**config.mk**
```make
export PLATFORM = sky130hd
export DESIGN_NAME = fpu_result_stage
export DESIGN_NICKNAME = d
export VERILOG_FILES = /design/src/rtl/fpu_pkg.sv /design/src/rtl/fpu_saturate.sv /design/src/rtl/fpu_result_stage.sv
export SDC_FILE = /design/constraint.sdc
export NUM_CORES = 1
export LEC_CHECK = 0
export CAP_MARGIN = 10
export CORE_AREA = 2 2 67 116
export DETAILED_ROUTE_END_ITERATION = 16
export DIE_AREA = 0 0 69 118
export DONT_BUFFER_PORTS = 1
export PLACE_DENSITY = 0.68
export SLEW_MARGIN = 10
export SYNTH_ARGS = -nofsm -noshare
export SYNTH_HDL_FRONTEND = slang
export SYNTH_HIERARCHICAL = 1
export SYNTH_SLANG_ARGS = --single-unit
```
**constraint.sdc**
```tcl
create_clock -name clk -period 3.1 [get_ports clk]
set_clock_uncertainty 0.15 [all_clocks]
set_input_delay 0.93 -clock clk [delete_from_list [all_inputs] [get_ports clk]]
set_output_delay 0.93 -clock clk [all_outputs]
set_load 0.03 [all_outputs]
```
**src/rtl/fpu_pkg.sv**
```systemverilog
// fpu_pkg: shared types and constants for the FPU result path.
//   sat_mode_e   - per-beat saturation mode carried with each result
//   fpu_flags_t  - {overflow, underflow, inexact} exception flags
//   buf_state_e  - occupancy states of the result-stage skid buffer
//   fp_max_finite / fp_inf - bit patterns (sign clear) of the largest finite
//                  value and of +infinity for a given EXP_W/MAN_W. They
//                  return 64 bits so any format up to 64 bits wide fits;
//                  callers keep the low W bits.
package fpu_pkg;

    typedef enum logic [1:0] {
        SAT_LEGACY = 2'd0,
        SAT_MAXF   = 2'd1,
        SAT_INF    = 2'd2,
        SAT_PASS   = 2'd3
    } sat_mode_e;

    typedef struct packed {
        logic overflow;
        logic underflow;
        logic inexact;
    } fpu_flags_t;

    typedef enum logic [1:0] {
        BUF_EMPTY = 2'd0,
        BUF_ONE   = 2'd1,
        BUF_TWO   = 2'd2
    } buf_state_e;

    // Exponent all-ones minus one, mantissa all-ones.
    function automatic logic [63:0] fp_max_finite(input int exp_w, input int man_w);
        logic [63:0] e_field;
        logic [63:0] m_field;
        e_field = ((64'd1 << exp_w) - 64'd2) << man_w;
        m_field = (64'd1 << man_w) - 64'd1;
        return e_field | m_field;
    endfunction

    // Exponent all-ones, mantissa zero.
    function automatic logic [63:0] fp_inf(input int exp_w, input int man_w);
        return ((64'd1 << exp_w) - 64'd1) << man_w;
    endfunction

endpackage

```
**src/rtl/fpu_saturate.sv**
```systemverilog
// fpu_saturate: combinational substitution of a rounded result according to
// its exception flags and the beat's saturation mode.
//   result     in  W  rounded {sign, exp, man}
//   flags      in  3  {overflow, underflow, inexact}
//   mode       in  2  sat_mode_e
//   sat_result out W  result after substitution
// Underflow wins over overflow; inexact never triggers a substitution.
module fpu_saturate
    import fpu_pkg::*;
#(
    parameter  int EXP_W = 8,
    parameter  int MAN_W = 23,
    localparam int W     = 1 + EXP_W + MAN_W
) (
    input  logic [W-1:0] result,
    input  fpu_flags_t   flags,
    input  sat_mode_e    mode,
    output logic [W-1:0] sat_result
);

    localparam logic [63:0]  MAXF64 = fp_max_finite(EXP_W, MAN_W);
    localparam logic [63:0]  INF64  = fp_inf(EXP_W, MAN_W);
    localparam logic [W-1:0] MAXF   = MAXF64[W-1:0];
    localparam logic [W-1:0] INF    = INF64[W-1:0];

    logic [W-1:0] sign_mask;

    assign sign_mask = {result[W-1], {(W-1){1'b0}}};

    always_comb begin
        sat_result = result;
        if (mode != SAT_PASS) begin
            if (flags.underflow) begin
                // Legacy mode flushes to +0 regardless of sign.
                sat_result = (mode == SAT_LEGACY) ? '0 : sign_mask;
            end else if (flags.overflow) begin
                case (mode)
                    SAT_LEGACY: sat_result = MAXF;
                    SAT_MAXF:   sat_result = MAXF | sign_mask;
                    SAT_INF:    sat_result = INF | sign_mask;
                    default:    sat_result = result;
                endcase
            end
        end
    end

endmodule

```
**src/rtl/fpu_result_stage.sv**
```systemverilog
// fpu_result_stage: registered, handshaked output stage of the FPU datapath.
// Each accepted beat is saturated on the way in and stored with its flags in
// a 2-entry skid buffer (main register drives out_*, skid holds the overflow
// beat while downstream stalls). in_ready and out_valid are registered.
//   clk, rstn                     clock, async active-low reset
//   in_valid/in_ready             upstream handshake
//   in_result, in_overflow,
//   in_underflow, in_inexact,
//   in_sat_mode                   beat payload
//   out_valid/out_ready           downstream handshake
//   out_result, out_overflow,
//   out_underflow, out_inexact    retiring beat
//   flags_clr, fflags             sticky flag clear / sticky {ov, un, ix};
//                                 present only with FPU_STICKY_FLAGS_EN
module fpu_result_stage
    import fpu_pkg::*;
#(
    parameter  int EXP_W = 8,
    parameter  int MAN_W = 23,
    localparam int W     = 1 + EXP_W + MAN_W
) (
    input  logic         clk,
    input  logic         rstn,
    input  logic         in_valid,
    output logic         in_ready,
    input  logic [W-1:0] in_result,
    input  logic         in_overflow,
    input  logic         in_underflow,
    input  logic         in_inexact,
    input  logic [1:0]   in_sat_mode,
    output logic         out_valid,
    input  logic         out_ready,
`ifdef FPU_STICKY_FLAGS_EN
    input  logic         flags_clr,
    output logic [2:0]   fflags,
`endif
    output logic [W-1:0] out_result,
    output logic         out_overflow,
    output logic         out_underflow,
    output logic         out_inexact
);

    typedef struct packed {
        logic [W-1:0] result;
        fpu_flags_t   flags;
    } entry_t;

    buf_state_e   state;
    entry_t       main_q;
    entry_t       skid_q;
    entry_t       in_entry;
    fpu_flags_t   in_flags;
    logic [W-1:0] sat_result;
    logic         accept;
    logic         retire;

    assign in_flags = '{overflow: in_overflow, underflow: in_underflow, inexact: in_inexact};

    fpu_saturate #(
        .EXP_W (EXP_W),
        .MAN_W (MAN_W)
    ) u_sat (
        .result     (in_result),
        .flags      (in_flags),
        .mode       (sat_mode_e'(in_sat_mode)),
        .sat_result (sat_result)
    );

    assign in_entry = '{result: sat_result, flags: in_flags};
    assign accept   = in_valid && in_ready;
    assign retire   = out_valid && out_ready;

    always_ff @(posedge clk or negedge rstn) begin
        if (!rstn) begin
            state     <= BUF_EMPTY;
            main_q    <= '0;
            skid_q    <= '0;
            out_valid <= 1'b0;
            in_ready  <= 1'b1;
        end else begin
            case (state)
                BUF_EMPTY: begin
                    if (accept) begin
                        main_q    <= in_entry;
                        out_valid <= 1'b1;
                        state     <= BUF_ONE;
                    end
                end
                BUF_ONE: begin
                    if (accept && retire) begin
                        main_q <= in_entry;
                    end else if (accept) begin
                        // Downstream stalled: park the new beat behind main.
                        skid_q   <= in_entry;
                        in_ready <= 1'b0;
                        state    <= BUF_TWO;
                    end else if (retire) begin
                        out_valid <= 1'b0;
                        state     <= BUF_EMPTY;
                    end
                end
                BUF_TWO: begin
                    if (retire) begin
                        main_q   <= skid_q;
                        in_ready <= 1'b1;
                        state    <= BUF_ONE;
                    end
                end
                default: begin
                    state     <= BUF_EMPTY;
                    out_valid <= 1'b0;
                    in_ready  <= 1'b1;
                end
            endcase
        end
    end

    assign out_result    = main_q.result;
    assign out_overflow  = main_q.flags.overflow;
    assign out_underflow = main_q.flags.underflow;
    assign out_inexact   = main_q.flags.inexact;

`ifdef FPU_STICKY_FLAGS_EN
    // A clear in the same cycle as a retire keeps only the retiring flags.
    always_ff @(posedge clk or negedge rstn) begin
        if (!rstn) begin
            fflags <= '0;
        end else if (flags_clr || retire) begin
            fflags <= (flags_clr ? 3'b000 : fflags) | (retire ? main_q.flags : 3'b000);
        end
    end
`endif

endmodule

```
# Word-level counts from Yosys, hierarchy flattened
# Cells that the tools add are included.
[op_classes]
n_eq_ne = 13
muxes = 24
n_bitwise = 3
n_reduce_logical = 11
[op_table]
columns = ["operator", "count"]
rows = [
  ["$mux 32", 4],
  ["$mux 35", 3],
  ["$pmux 35 s3", 1],
  ["$pmux 32 s3", 1],
  ["$ne 2x2->1 const B", 8],
  ["$reduce_and 4->1", 3],
  ["$mux 2", 5],
  ["$mux 1", 7],
  ["$pmux 1 s3", 2],
  ["$pmux 2 s3", 1],
  ["$reduce_and 5->1", 1],
  ["$eq 2x1->1 const B", 2],
  ["$eq 2x2->1 const B", 2],
  ["$logic_not 2->1", 2],
  ["$logic_and 1x1->1", 3],
  ["$ne 3x3->1 const B", 1],
  ["$not 1->1", 3],
  ["$reduce_and 3->1", 1],
  ["$reduce_bool 3->1", 1],
]
[totals]
regBits = 74
in_bits = 41
out_inout_bits = 37
elab_cells = 62

# Longest topological paths before layout
# Gate-level depths: netlist of run 1.
[logic_depth]
word_depth = 7
depth_mapped = 7
ltp_nobuf = 5

# Cells and area by module
# The synthesis of run 1 kept the hierarchy.
[by_module_without_submodules]
columns = ["module", "n_inst", "cells_per_inst", "area_each_um2", "seq_area_each_um2"]
rows = [
  ["fpu_result_stage", 1, 209, 3310.7, 1853.0],
  ["fpu_saturate", 1, 103, 524.3, 0.0],
]

# Worst setup path before layout of run 1
# OpenSTA, ideal clock, no wires.
[synth_path]
path_kind = "input to register"
from = "input port in_sat_mode[0]"
to = "register main_q (netlist bit out_result[27])"
setup_time_ns = 0.125
arrival_ns = 2.021
t_required_ns = 2.825
path_slack_ns = 0.804
cell_stages = 7
path_buffers = 2
path_cell_list = "and2_1 > buf_4 > nor2b_1 > buf_6 > nor2_2 > mux2_2 > mux2_2"
[synth_between]
elab_chain_len = 7
elab_cells_between_ends = 11
cone_classes = "eq/ne (3); mux (7); reduce/logical (1)"
[synth_lines]
columns = ["element", "line_no", "source"]
rows = [
  ["start: declaration", "fpu_result_stage.sv:30", "input logic [1:0] in_sat_mode,"],
  ["$eq 2x2->1 (tied with other cells)", "fpu_saturate.sv:37", "case (mode)"],
  ["$pmux 32 s3", "fpu_saturate.sv:37", ""],
  ["$mux 32", "fpu_saturate.sv:36", "end else if (flags.overflow) begin"],
  ["$mux 32", "fpu_saturate.sv:33", "if (flags.underflow) begin"],
  ["$mux 32 (*)", "fpu_saturate.sv:32", "if (mode != SAT_PASS) begin"],
  ["via sat_result[27]", "fpu_result_stage.sv:53", "logic [W-1:0] sat_result;"],
  ["$mux 35 (on tied branches)", "fpu_result_stage.sv:90, fpu_result_stage.sv:83", ""],
  ["$pmux 35 s3 (*)", "fpu_result_stage.sv:81", "case (state)"],
  ["end signal: assignment", "fpu_result_stage.sv:84", "main_q <= in_entry;"],
  ["end signal: assignment", "fpu_result_stage.sv:91", "main_q <= in_entry;"],
  ["end signal: assignment", "fpu_result_stage.sv:104", "main_q <= skid_q;"],
  ["end: declaration", "fpu_result_stage.sv:49", "entry_t main_q;"],
]
# Mark *: on every way through the listed nets, which the timed path passes. The rest lies on a longest branch. The select of a mux whose other input is x is not followed.
# A chain may end at the register's enable or synchronous reset.

# Worst setup path in the final report of run 1
[layout_path]
from = "input port in_sat_mode[0]"
to = "register main_q (netlist bit out_result[28])"
# Same word-level chain as after synthesis.

==> flow_summary_export.csv, run 1 <==
group,metric,value,unit
route,remaining_antenna_violation_count_after_routing,0,
clocking,cts-resized-gates,0,
synthesis,mappedNetlistArea,3835,sq um
setup_path,timing.rr.start,"state[1]",
synthesis,ys_seq_elements,74,
setup_path,critPathSlowestCell,"sky130_fd_sc_hd__and2_1",
placement,place_inst,384,
synthesis,post_synth_num_cell_types,32,
clocking,cts_setup_buffers,0,
synthesis,avg_cell_area_syn,12.29,sq um
clocking,cts_made_buffers,9,
floorplanning,floorplan.die.width,69,um
setup_path,end_kind,"register",
layout,layout_common_cells,"95 x sky130_fd_sc_hd__mux2_2, 73 x sky130_fd_sc_hd__dfrtp_1, 26 x sky130_fd_sc_hd__nand2_1",
layout,insertedDiodeCount,0,
setup_path,timing.reg2reg.setup_slack,0.99,ns
synthesis,synth_cells,312,
synthesis,commonest_register_cell_after_synthesis,"sky130_fd_sc_hd__dfrtp_1",
layout,finalCoreUtilization,58.08,%
floorplanning,core_area,7182,sq um
sta,period_share,68.20,%
power_and_ir_drop,p_sw,1.074,mW
layout,postLayoutCellArea,4172,sq um
layout,layout.cells.most_common,"sky130_fd_sc_hd__mux2_2",
power_and_ir_drop,cellLeakagePower,1.928,nW
sta,grt_setup_unrepaired,"false",
floorplanning,io_pins,78,
sta,maxSlewHeadroom,57.43,%
power_and_ir_drop,ir_drop_worst_case_vdd,0.5354,mV
placement,quantity_of_i_o_buffers_inserted_on_ports,0,
sta,timing.final.max_slew_violations,0,
floorplanning,starting_density,53.40,%
power_and_ir_drop,combPwrFrac,12.2,%
power_and_ir_drop,sw_frac_of_total,32.42,%
synthesis,post_synth_adder_cell_area,0,%
route,vias_per_cell,5.980,
placement,place_hpwl,5185,um
flow_run,max_cap_viol_count,0,
setup_path,crit_path_frequent_cell,"sky130_fd_sc_hd__mux2_2",
setup_path,timing.critical_path.cells,"and2_1 > nor2b_1 > buf_4 > nor2_2 > mux2_2 > mux2_2",
synthesis,synth_nets,353,
power_and_ir_drop,p_clk_share,32.8,%
status,outcome,"finished clean",
power_and_ir_drop,total_power,3.313,mW
clocking,cts_tree,"built",
setup_path,cpPeakStageDelay,0.29,ns
clocking,cts-root-to-sink-buffers,2,
sta,timing.final.crit_period,2.114,ns
clocking,clock_sinks,74,
grt,first_global_vias,2502,
setup_path,critPathBufInv,1,
synthesis,post_synth_mux_area_share,32.07,%
floorplanning,die_y,118,um
grt,grt_util_all_layers,20.44,%
sta,finalSetupTns,0,ns
clocking,htree_levels,3,
setup_path,worst-setup-path-type,"input port to register",
sta,hold_vio_cnt_final,0,
synthesis,synth_seq_area_share,48.32,%
sta,worst-slew-pin-transition,0.6371,ns
grt,grt_max_degree,75,
synthesis,synth_top_family_by_area,"multiplexers",
clocking,path_clk_slew,0.05,ns
synthesis,synth_compound_area_share,8.809,%
clocking,cts.hold.buffers_added,0,
route,routedWlPerCell,19.59,um
setup_path,worstRegToRegCells,4,
layout,non_filler_instance_count_after_layout,400,
power_and_ir_drop,powerDensity,794.1,nW/um^2
synthesis,yosys.area.top_type_share,47.63,%
grt,grt.overflow.total,0,
synthesis,synthXorXnorAreaFrac,0,%
synthesis,yosysWarnings,6,
route,vias,2392,
layout,area_growth_from_synthesis_to_layout,8.776,%
setup_path,critical_path_arrival,2.18,ns
floorplanning,fp.dieArea,8142,sq um
sta,setup_viol_count_final,0,
route,detail_route.drc_violations,0,
layout,nets,350,
setup_path,worst_ep_required_time,3.17,ns
layout,nFillCells,607,
clocking,clkLatencyLatePin,0.33,ns
route,initialDrtViolationCount,136,
clocking,clk_root_buffer_cell,"sky130_fd_sc_hd__clkbuf_16",
setup_path,timing.critical_path.from_type,"input port",
synthesis,asyncSetResetFlopFracSynth,100.0,%
layout,multi_input_area,1821,sq um
placement,place_area,3854,sq um
route,detail_route.first_pass.iterations,4,
grt,antenna_violations_before_repair,0,
sta,max_freq,0.4730,GHz
grt,grt_first_pass_wirelength,13050,um
synthesis,synth_edf_count,0,
setup_path,path_delay_family,"simple AND/OR/NAND/NOR gates",
route,drt-total-wl,7834,um
worst_hold_path,hold_class,"input port to async pin",
floorplanning,placementRows,41,
synthesis,synth_area_in_simple_gates,6.395,%
setup_path,worstPathMaxFanout,13,
placement,routabilityCongestion,0.8086,
synthesis,ys_top_cells_by_area,"sky130_fd_sc_hd__dfrtp_1 48%, sky130_fd_sc_hd__mux2_2 28%, sky130_fd_sc_hd__mux2_4 3.9%",
power_and_ir_drop,power.internal,2.239,mW
layout,ff_latch_area,1853,sq um
setup_path,crit-reg2reg-capture,"out_result[31]",
synthesis,synthDominantAreaCellType,"sky130_fd_sc_hd__dfrtp_1",
power_and_ir_drop,p_seq_share,55.0,%
layout,layout-drive-gt1-share,44.59,%
## cells in the mapped netlist, types with 2 or more instances
master	instances
sky130_fd_sc_hd__and2_1	2
sky130_fd_sc_hd__nor2_2	7
sky130_fd_sc_hd__nor2b_1	2
sky130_fd_sc_hd__mux2_2	95
sky130_fd_sc_hd__buf_6	9
sky130_fd_sc_hd__buf_2	9
sky130_fd_sc_hd__dfrtp_1	73
sky130_fd_sc_hd__nor2_1	9
sky130_fd_sc_hd__o21ai_0	2
sky130_fd_sc_hd__mux2_4	10
sky130_fd_sc_hd__clkbuf_1	2
sky130_fd_sc_hd__o21ai_1	24
sky130_fd_sc_hd__nand2_1	26
sky130_fd_sc_hd__a21oi_1	24
## area by class of cell
| class | instances | share of cell area [%] |
|---|---|---|
| inverter | 2 | 0.1800 |
| tap | 86 | 2.579 |
| timing repair buffer | 7 | 1.560 |
| multi-input combinational | 215 | 43.64 |
| clock buffer | 15 | 6.899 |
| clock inverter | 1 | 0.7199 |
| sequential | 74 | 44.42 |
## power by group through the flow
stage	combinational, mW	sequential [mW]	clock, mW
finish	0.403	1.82	1.09
detailed placement	0.406	1.84	0
CTS	0.410	1.83	1.11
global placement	0.389	1.83	0
global route	0.452	1.85	1.15
floorplan	0.371	1.78	0
## registers in the layout (all words and copies together) (netlist names)
register / cells
out_result: 32
state: 2
out_underflow: 1
out_valid: 1
out_inexact: 1
out_overflow: 1
skid_q: 35
in_ready: 1
## per-layer routing
| layer | part of all wire (%) | wire, um | global-route usage, % |
|---|---|---|---|
| met1 | 39 | 3072 | 23.38 |
| met2 | 52 | 4097 | 34.07 |
| met3 | 5.9 | 461 | 6.507 |
| met4 | 2.6 | 203 | 10.05 |
| met5 | 0 | 0 | 0 |
## worst max path at each step
stage | startpoint | end | slack (ns) | cells past startpoint
after floorplan | in_sat_mode[0] | out_result[27] | 0.80 | 7
after global placement | in_sat_mode[0] | out_result[25] | 0.66 | 6
after detailed placement | in_sat_mode[0] | out_result[28] | 0.63 | 6
after CTS | state[1] | out_result[31] | 0.97 | 4
after global routing | in_sat_mode[0] | out_result[28] | 0.88 | 6
final | in_sat_mode[0] | out_result[28] | 0.99 | 6
## worst register-to-register path, cell delays in order, from the launching register on
cell,delay (ns)
sky130_fd_sc_hd__dfrtp_1,0.52
sky130_fd_sc_hd__nor2b_4,0.38
sky130_fd_sc_hd__buf_4,0.31
sky130_fd_sc_hd__mux2_2,0.37
sky130_fd_sc_hd__mux2_4,0.26
## cell families after synthesis
| kind of cell | after synthesis |
|---|---|
| flip-flops | 74 |
| multiplexers | 106 |
| buffers and inverters | 23 |
| AO/OA/AOI/OAI | 58 |
| AND/OR/NAND/NOR | 51 |
## metrics by stage
step,worst slack (ns),hold slack [ns]
after floorplan,0.8042,0.3236
after global placement,0.6604,0.3307
after detailed placement,0.6286,0.3407
after CTS,0.9729,0.1290
after global routing,0.8845,0.1253
final,0.9858,0.1411
Power figures use the tool's default switching activity.
==> run 2: changes to the inputs <==
Settings changed: ABC_AREA set to 1, CORE_AREA 2 2 67 116 to 2 2 69 120, DIE_AREA 0 0 69 118 to 0 0 71 122, PLACE_DENSITY 0.68 to 0.71.
Clock period 3.1 ns to 1.7 ns, I/O delays scaled along.
==> run 2 against run 1 <==
First-iteration DRC count grew 43%; critical path type is now register to output port; power increased by 21%; sequential cell count unchanged; sequential share of layout area shrank 3.0 points; die area grew 6.4%; worst hold slack got worse by 0.43 ns; cell count rose by 72%; critical path depth down 5; the flow now finishes with violations (hold timing); sequential power is 3% lower; via count grew 52%; clock power up 83%.
==> flow_summary_export.csv, run 2 <==
group,metric,value,unit
synthesis,post_synth_num_cell_types,24,
synthesis,synth_top_family_by_area,"simple AND/OR/NAND/NOR gates",
setup_path,critPathSlowestCell,"sky130_fd_sc_hd__dfstp_2",
placement,place_hpwl,6586,um
sta,timing.final.max_slew_violations,0,
synthesis,yosys.area.top_type_share,44.65,%
setup_path,worst-setup-path-type,"register to output port",
setup_path,worstRegToRegCells,6,
layout,layout_common_cells,"354 x sky130_fd_sc_hd__nand2_1, 73 x sky130_fd_sc_hd__dfrtp_1, 60 x sky130_fd_sc_hd__nand3_1",
route,detail_route.drc_violations,0,
layout,layout.cells.most_common,"sky130_fd_sc_hd__nand2_1",
setup_path,end_kind,"output port",
setup_path,critical_path_arrival,1.02,ns
power_and_ir_drop,total_power,4.015,mW
route,vias_per_cell,5.307,
power_and_ir_drop,ir_drop_worst_case_vdd,0.5136,mV
grt,antenna_violations_before_repair,0,
clocking,cts_tree,"built",
sta,hold_vio_cnt_final,74,
clocking,cts-root-to-sink-buffers,2,
synthesis,netlist_top_cells_count,"354 x sky130_fd_sc_hd__nand2_1, 73 x sky130_fd_sc_hd__dfrtp_1, 60 x sky130_fd_sc_hd__nand3_1",
setup_path,timing.critical_path.cells,"buf_4",
synthesis,yosysWarnings,6,
setup_path,timing.rr.start,"in_ready",
floorplanning,floorplan.die.width,71,um
floorplanning,io_pins,78,
route,remaining_antenna_violation_count_after_routing,0,
clocking,clk_root_buffer_cell,"sky130_fd_sc_hd__clkbuf_16",
sta,maxSlewHeadroom,75.06,%
flow_run,max_cap_viol_count,0,
sta,grt_setup_unrepaired,"true",
clocking,clkLatencyLatePin,0.34,ns
route,detail_route.first_pass.iterations,4,
route,routedWlPerCell,14.61,um
synthesis,synth_cells,599,
route,initialDrtViolationCount,195,
setup_path,cpPeakStageDelay,0.52,ns
synthesis,asyncSetResetFlopFracSynth,100.0,%
sta,setup_viol_count_final,0,
floorplanning,fp.dieArea,8662,sq um
setup_path,critPathBufInv,1,
setup_path,path_delay_family,"flip-flops",
clocking,clock_sinks,74,
sta,timing.final.crit_period,1.680,ns
layout,nets,634,
layout,layout-drive-gt1-share,7.873,%
grt,grt_max_degree,75,
grt,grt_first_pass_wirelength,16800,um
placement,routabilityCongestion,0.8354,
route,vias,3646,
grt,grt.overflow.total,0,
synthesis,ys_seq_elements,74,
route,drt-total-wl,10040,um
setup_path,worstPathMaxFanout,2,
synthesis,synth_seq_area_share,45.29,%
synthesis,ys_top_cells_by_area,"sky130_fd_sc_hd__dfrtp_1 45%, sky130_fd_sc_hd__nand2_1 32%, sky130_fd_sc_hd__nand3_1 7.3%",
setup_path,timing.critical_path.from_type,"register",
grt,met3_usage,6.700,%
status,outcome,"complete, but fails checks",
synthesis,avg_cell_area_syn,6.830,sq um
sta,period_share,98.81,%
sta,worst-slew-pin-transition,0.3740,ns
floorplanning,core_area,7801,sq um
setup_path,timing.reg2reg.setup_slack,0.12,ns
floorplanning,die_y,122,um
synthesis,synth.most_common_cell,"sky130_fd_sc_hd__nand2_1",
synthesis,synth_edf_count,0,
sta,max_freq,0.5953,GHz
setup_path,crit-reg2reg-capture,"out_inexact",
sta,hold_ws,-0.2888,ns
synthesis,synth_compound_area_share,4.128,%
grt,grt_util_all_layers,24.89,%
grt,first_global_vias,3597,
synthesis,synthDominantAreaCellType,"sky130_fd_sc_hd__dfrtp_1",
clocking,htree_levels,3,
grt,met1_usage,28.50,%
clocking,path_clk_slew,0.06,ns
placement,quantity_of_i_o_buffers_inserted_on_ports,0,
synthesis,synth_area_in_simple_gates,42.11,%
synthesis,post_synth_adder_cell_area,0,%
clocking,cts_made_buffers,9,
power_and_ir_drop,powerDensity,898.4,nW/um^2
setup_path,worst_ep_required_time,1.04,ns
synthesis,synth_nets,640,
power_and_ir_drop,cellLeakagePower,2.576,nW
synthesis,synthXorXnorAreaFrac,0,%
synthesis,post_synth_mux_area_share,0,%
grt,global_route.peak_usage_layer,"met2",
clocking,cts_setup_buffers,0,
layout,max_flop_register,"skid_q",
synthesis,commonest_register_cell_after_synthesis,"sky130_fd_sc_hd__dfrtp_1",
floorplanning,starting_density,52.45,%
layout,largest_reg_flops,35,
grt,groute.layer.met2.usage,41.82,%
worst_hold_path,hold_class,"input port to async pin",
synthesis,mappedNetlistArea,4091,sq um
layout,area_growth_from_synthesis_to_layout,9.236,%
layout,insertedDiodeCount,0,
status,violations_in_the_final_reports,"hold timing",
floorplanning,placementRows,43,
## run 2: how the worst max path moves through the flow
stage          cells after the start             end  slack [ns]      start
2_1_floorplan                      6  out_result[23]        0.11   in_ready
3_3_place_gp                       6      skid_q[23]        0.10  out_ready
3_5_place_dp                       6      skid_q[23]        0.09  out_ready
4_1_cts                            1        in_ready        0.01   in_ready
5_1_grt                            1        in_ready      -0.009   in_ready
6_report                           1        in_ready        0.02   in_ready
## run 2: kinds of logic after synthesis
kind of cell	Yosys count
AO/OA/AOI/OAI	32
buffers and inverters	65
flip-flops	74
AND/OR/NAND/NOR	428
## run 2: worst register-to-register path, stage by stage, from the launching register on
cell and delay, ns:
sky130_fd_sc_hd__dfstp_2 0.52, sky130_fd_sc_hd__nand2_1 0.15, sky130_fd_sc_hd__o21ai_2 0.22, sky130_fd_sc_hd__nand2_4 0.10
sky130_fd_sc_hd__buf_12 0.17, sky130_fd_sc_hd__nand2_1 0.07, sky130_fd_sc_hd__o21ai_0 0.08
## run 2: stage by stage
stage	instances	setup TNS, ns	cell area [sq um]	utilization [%]	worst slack [ns]
after global routing	687	-0.01397	4469	57.29	-0.009192
after floorplan	599	0	4091	-	0.1114
after detailed placement	672	0	4158	53.30	0.09061
final	687	0	4469	57.29	0.02017
after global placement	672	0	4158	53.30	0.1006
after CTS	687	0	4467	57.26	0.01021
## run 2: power breakdown
group,switching (mW),internal (mW),leakage [nW]
Sequential,0,1.76,0.884
Clock,0.721,1.27,0.145
Combinational,0.168,0.0915,1.55
Total,0.888,3.13,2.58
## run 2: area by class of cell
cell class | count | area (sq um)
clock buffer | 10 | 229.0
fill | 758 | 3332
sequential | 74 | 1853
timing repair buffer | 18 | 185.2
multi-input combinational | 460 | 1892
inverter | 30 | 117.6
tap | 90 | 112.6
clock inverter | 5 | 80.08
## run 2: metal layers
| metal | wire [um] | part of all wire, % |
|---|---|---|
| met1 | 3890 | 39 |
| met2 | 5260 | 52 |
| met3 | 591 | 5.9 |
| met4 | 296 | 2.9 |
| met5 | 0 | 0 |
## run 2: repair_timing
item	CTS	global route
endpoints found under the setup margin	0	8
gates resized for setup	0	2
hold endpoints to repair	74	74
==> run 3: changes to the inputs <==
--- a/constraint.sdc
+++ b/constraint.sdc
@@ -3,3 +3,3 @@
 set_input_delay 0.51 -clock clk [delete_from_list [all_inputs] [get_ports clk]]
 set_output_delay 0.51 -clock clk [all_outputs]
-set_load 0.03 [all_outputs]
+set_load 0.02 [all_outputs]
==> run 3 against run 2 <==
The run still ends with hold timing left; power is 3.6% lower; count of clock-buffer cells in the layout is 3 higher; combinational power is 2% lower; sequential power hardly changed; core utilization is 0.47 points lower; die area stayed put; wire length is 1.3% higher; critical path type unchanged; critical endpoint unchanged; highest routed layer unchanged.
==> flow_summary_export.csv, run 3 (same netlist as run 2, synthesis figures left out) <==
group,metric,value,unit
setup_path,count_of_cell_instances_traversed_by_the_critical_path,1,
grt,grt_util_all_layers,24.22,%
grt,first_global_vias,3441,
clocking,clk_root_buffer_cell,"sky130_fd_sc_hd__clkbuf_16",
setup_path,critical_path_arrival,0.99,ns
route,remaining_antenna_violation_count_after_routing,0,
setup_path,crit_path_start,"in_ready",
power_and_ir_drop,powerDensity,872.8,nW/um^2
route,drt-total-wl,10170,um
floorplanning,placementRows,43,
placement,place_area,4143,sq um
clocking,clkLatencyLatePin,0.33,ns
power_and_ir_drop,sw_frac_of_total,21.95,%
sta,max_freq,0.6058,GHz
clocking,clock_sinks,74,
placement,quantity_of_i_o_buffers_inserted_on_ports,0,
floorplanning,die_y,122,um
power_and_ir_drop,p_clk_share,47.9,%
status,outcome,"complete, but fails checks",
grt,grt_max_degree,75,
layout,largest_reg_flops,35,
floorplanning,floorplan.die.width,71,um
setup_path,timing.critical_path.cells,"buf_4",
sta,setup_viol_count_final,0,
clocking,htree_levels,3,
route,routedWlPerCell,14.85,um
floorplanning,starting_density,52.45,%
power_and_ir_drop,combPwrFrac,6.6,%
grt,antenna_violations_before_repair,0,
sta,worst-slew-pin-transition,0.3817,ns
setup_path,critPathSlowestCell,"sky130_fd_sc_hd__dfstp_2",
sta,finalSetupTns,0,ns
layout,postLayoutCellArea,4433,sq um
worst_hold_path,hold_class,"input port to async pin",
sta,timing.final.max_slew_violations,0,
layout,layout_common_cells,"354 x sky130_fd_sc_hd__nand2_1, 73 x sky130_fd_sc_hd__dfrtp_1, 60 x sky130_fd_sc_hd__nand3_1",
setup_path,path_delay_family,"flip-flops",
setup_path,worstRegToRegCells,6,
clocking,path_clk_slew,0.05,ns
clocking,cts_setup_buffers,0,
setup_path,timing.rr.start,"in_ready",
power_and_ir_drop,power.internal,3.020,mW
sta,period_share,97.10,%
route,vias_per_cell,5.355,
power_and_ir_drop,total_power,3.869,mW
setup_path,timing.reg2reg.setup_slack,0.13,ns
layout,layout.cells.most_common,"sky130_fd_sc_hd__nand2_1",
power_and_ir_drop,p_seq_share,45.6,%
sta,grt_setup_unrepaired,"false",
setup_path,worst-setup-path-type,"register to output port",
power_and_ir_drop,ir_drop_worst_case_vdd,0.6528,mV
layout,nets,632,
route,vias,3668,
floorplanning,io_pins,78,
clocking,cts_made_buffers,9,
setup_path,worstPathMaxFanout,2,
setup_path,worst_ep_required_time,1.04,ns
grt,grt_first_pass_wirelength,16340,um
sta,maxSlewHeadroom,74.55,%
route,detail_route.drc_violations,0,
setup_path,end_kind,"output port",
setup_path,endpoint,"in_ready",
sta,hold_ws,-0.2790,ns
floorplanning,fp.dieArea,8662,sq um
clocking,cts-root-to-sink-buffers,2,
flow_run,max_cap_viol_count,0,
layout,area_growth_from_synthesis_to_layout,8.349,%
sta,hold_vio_cnt_final,74,
setup_path,critPathBufInv,1,
layout,insertedDiodeCount,0,
power_and_ir_drop,p_sw,849.2,uW
placement,routabilityCongestion,0.8024,
setup_path,crit-reg2reg-capture,"out_result[23]",
clocking,cts_tree,"built",
sta,timing.final.crit_period,1.651,ns
layout,layout-drive-gt1-share,7.227,%
status,violations_in_the_final_reports,"hold timing",
layout,max_flop_register,"skid_q",
placement,place_hpwl,6759,um
floorplanning,core_area,7801,sq um
route,initialDrtViolationCount,266,
power_and_ir_drop,cellLeakagePower,2.557,nW
setup_path,timing.critical_path.from_type,"register",
grt,grt.overflow.total,0,
setup_path,cpPeakStageDelay,0.52,ns
route,detail_route.first_pass.iterations,4,
-- run 3: timing repair --
| action | CTS | global route |
|---|---|---|
| gates resized for setup | 0 | 2 |
| setup endpoints to repair | 0 | 5 |
| hold endpoints to repair | 74 | 74 |
-- run 3: cell type report --
cell class	count	area (sq um)
repair buffers	16	170.2
clock buffers	13	250.2
clock inverters	2	37.54
fillers	749	3368
inverters	30	117.6
well taps	90	112.6
multi-input cells	460	1892
flip-flops and latches	74	1853
-- run 3: worst register-to-register path: stages (launching register included) --
cell	delay, ns
sky130_fd_sc_hd__dfstp_2	0.52
sky130_fd_sc_hd__nand2_1	0.14
sky130_fd_sc_hd__o21ai_2	0.20
sky130_fd_sc_hd__nand2_4	0.10
sky130_fd_sc_hd__buf_12	0.18
sky130_fd_sc_hd__nand2_1	0.06
sky130_fd_sc_hd__o21ai_0	0.09
-- run 3: stage by stage --
step | util, % | cells | setup WS [ns]
final | 56.82 | 685 | 0.04922
after detailed placement | 53.10 | 670 | 0.07930
after global routing | 56.82 | 685 | 0.005587
after CTS | 56.79 | 685 | 0.03852
after global placement | 53.10 | 670 | 0.1182
after floorplan | - | 599 | 0.1638
-- run 3: worst min-delay path by stage --
stage                     start        endpoint  slack [ns]  cells past startpoint
after CTS                  rstn     out_inexact       -0.28                      0
after floorplan            rstn     out_inexact        0.06                      0
final                      rstn     out_inexact       -0.28                      0
after global routing       rstn  out_result[31]       -0.29                      0
after global placement     rstn     out_inexact        0.07                      0
after detailed placement   rstn     out_inexact        0.07                      0
-- run 3: layer usage --
metal | vias to the layer above | part of all wire, % | GRT usage, %
met2 | 96 | 53 | 44.45
met5 | - | 0 | 0
met4 | 0 | 2.4 | 9.788
li1 | 1827 | - | -
met3 | 20 | 6.7 | 6.452
met1 | 1725 | 38 | 25.84
-- run 3: power by group through the flow --
stage               Combinational (mW)  Clock, mW  Sequential (mW)
global placement                 0.247          0             1.79
CTS                              0.253       1.88             1.76
floorplan                        0.218          0             1.79
global route                     0.295       1.95             1.76
finish                           0.254       1.85             1.76
detailed placement               0.251          0             1.79
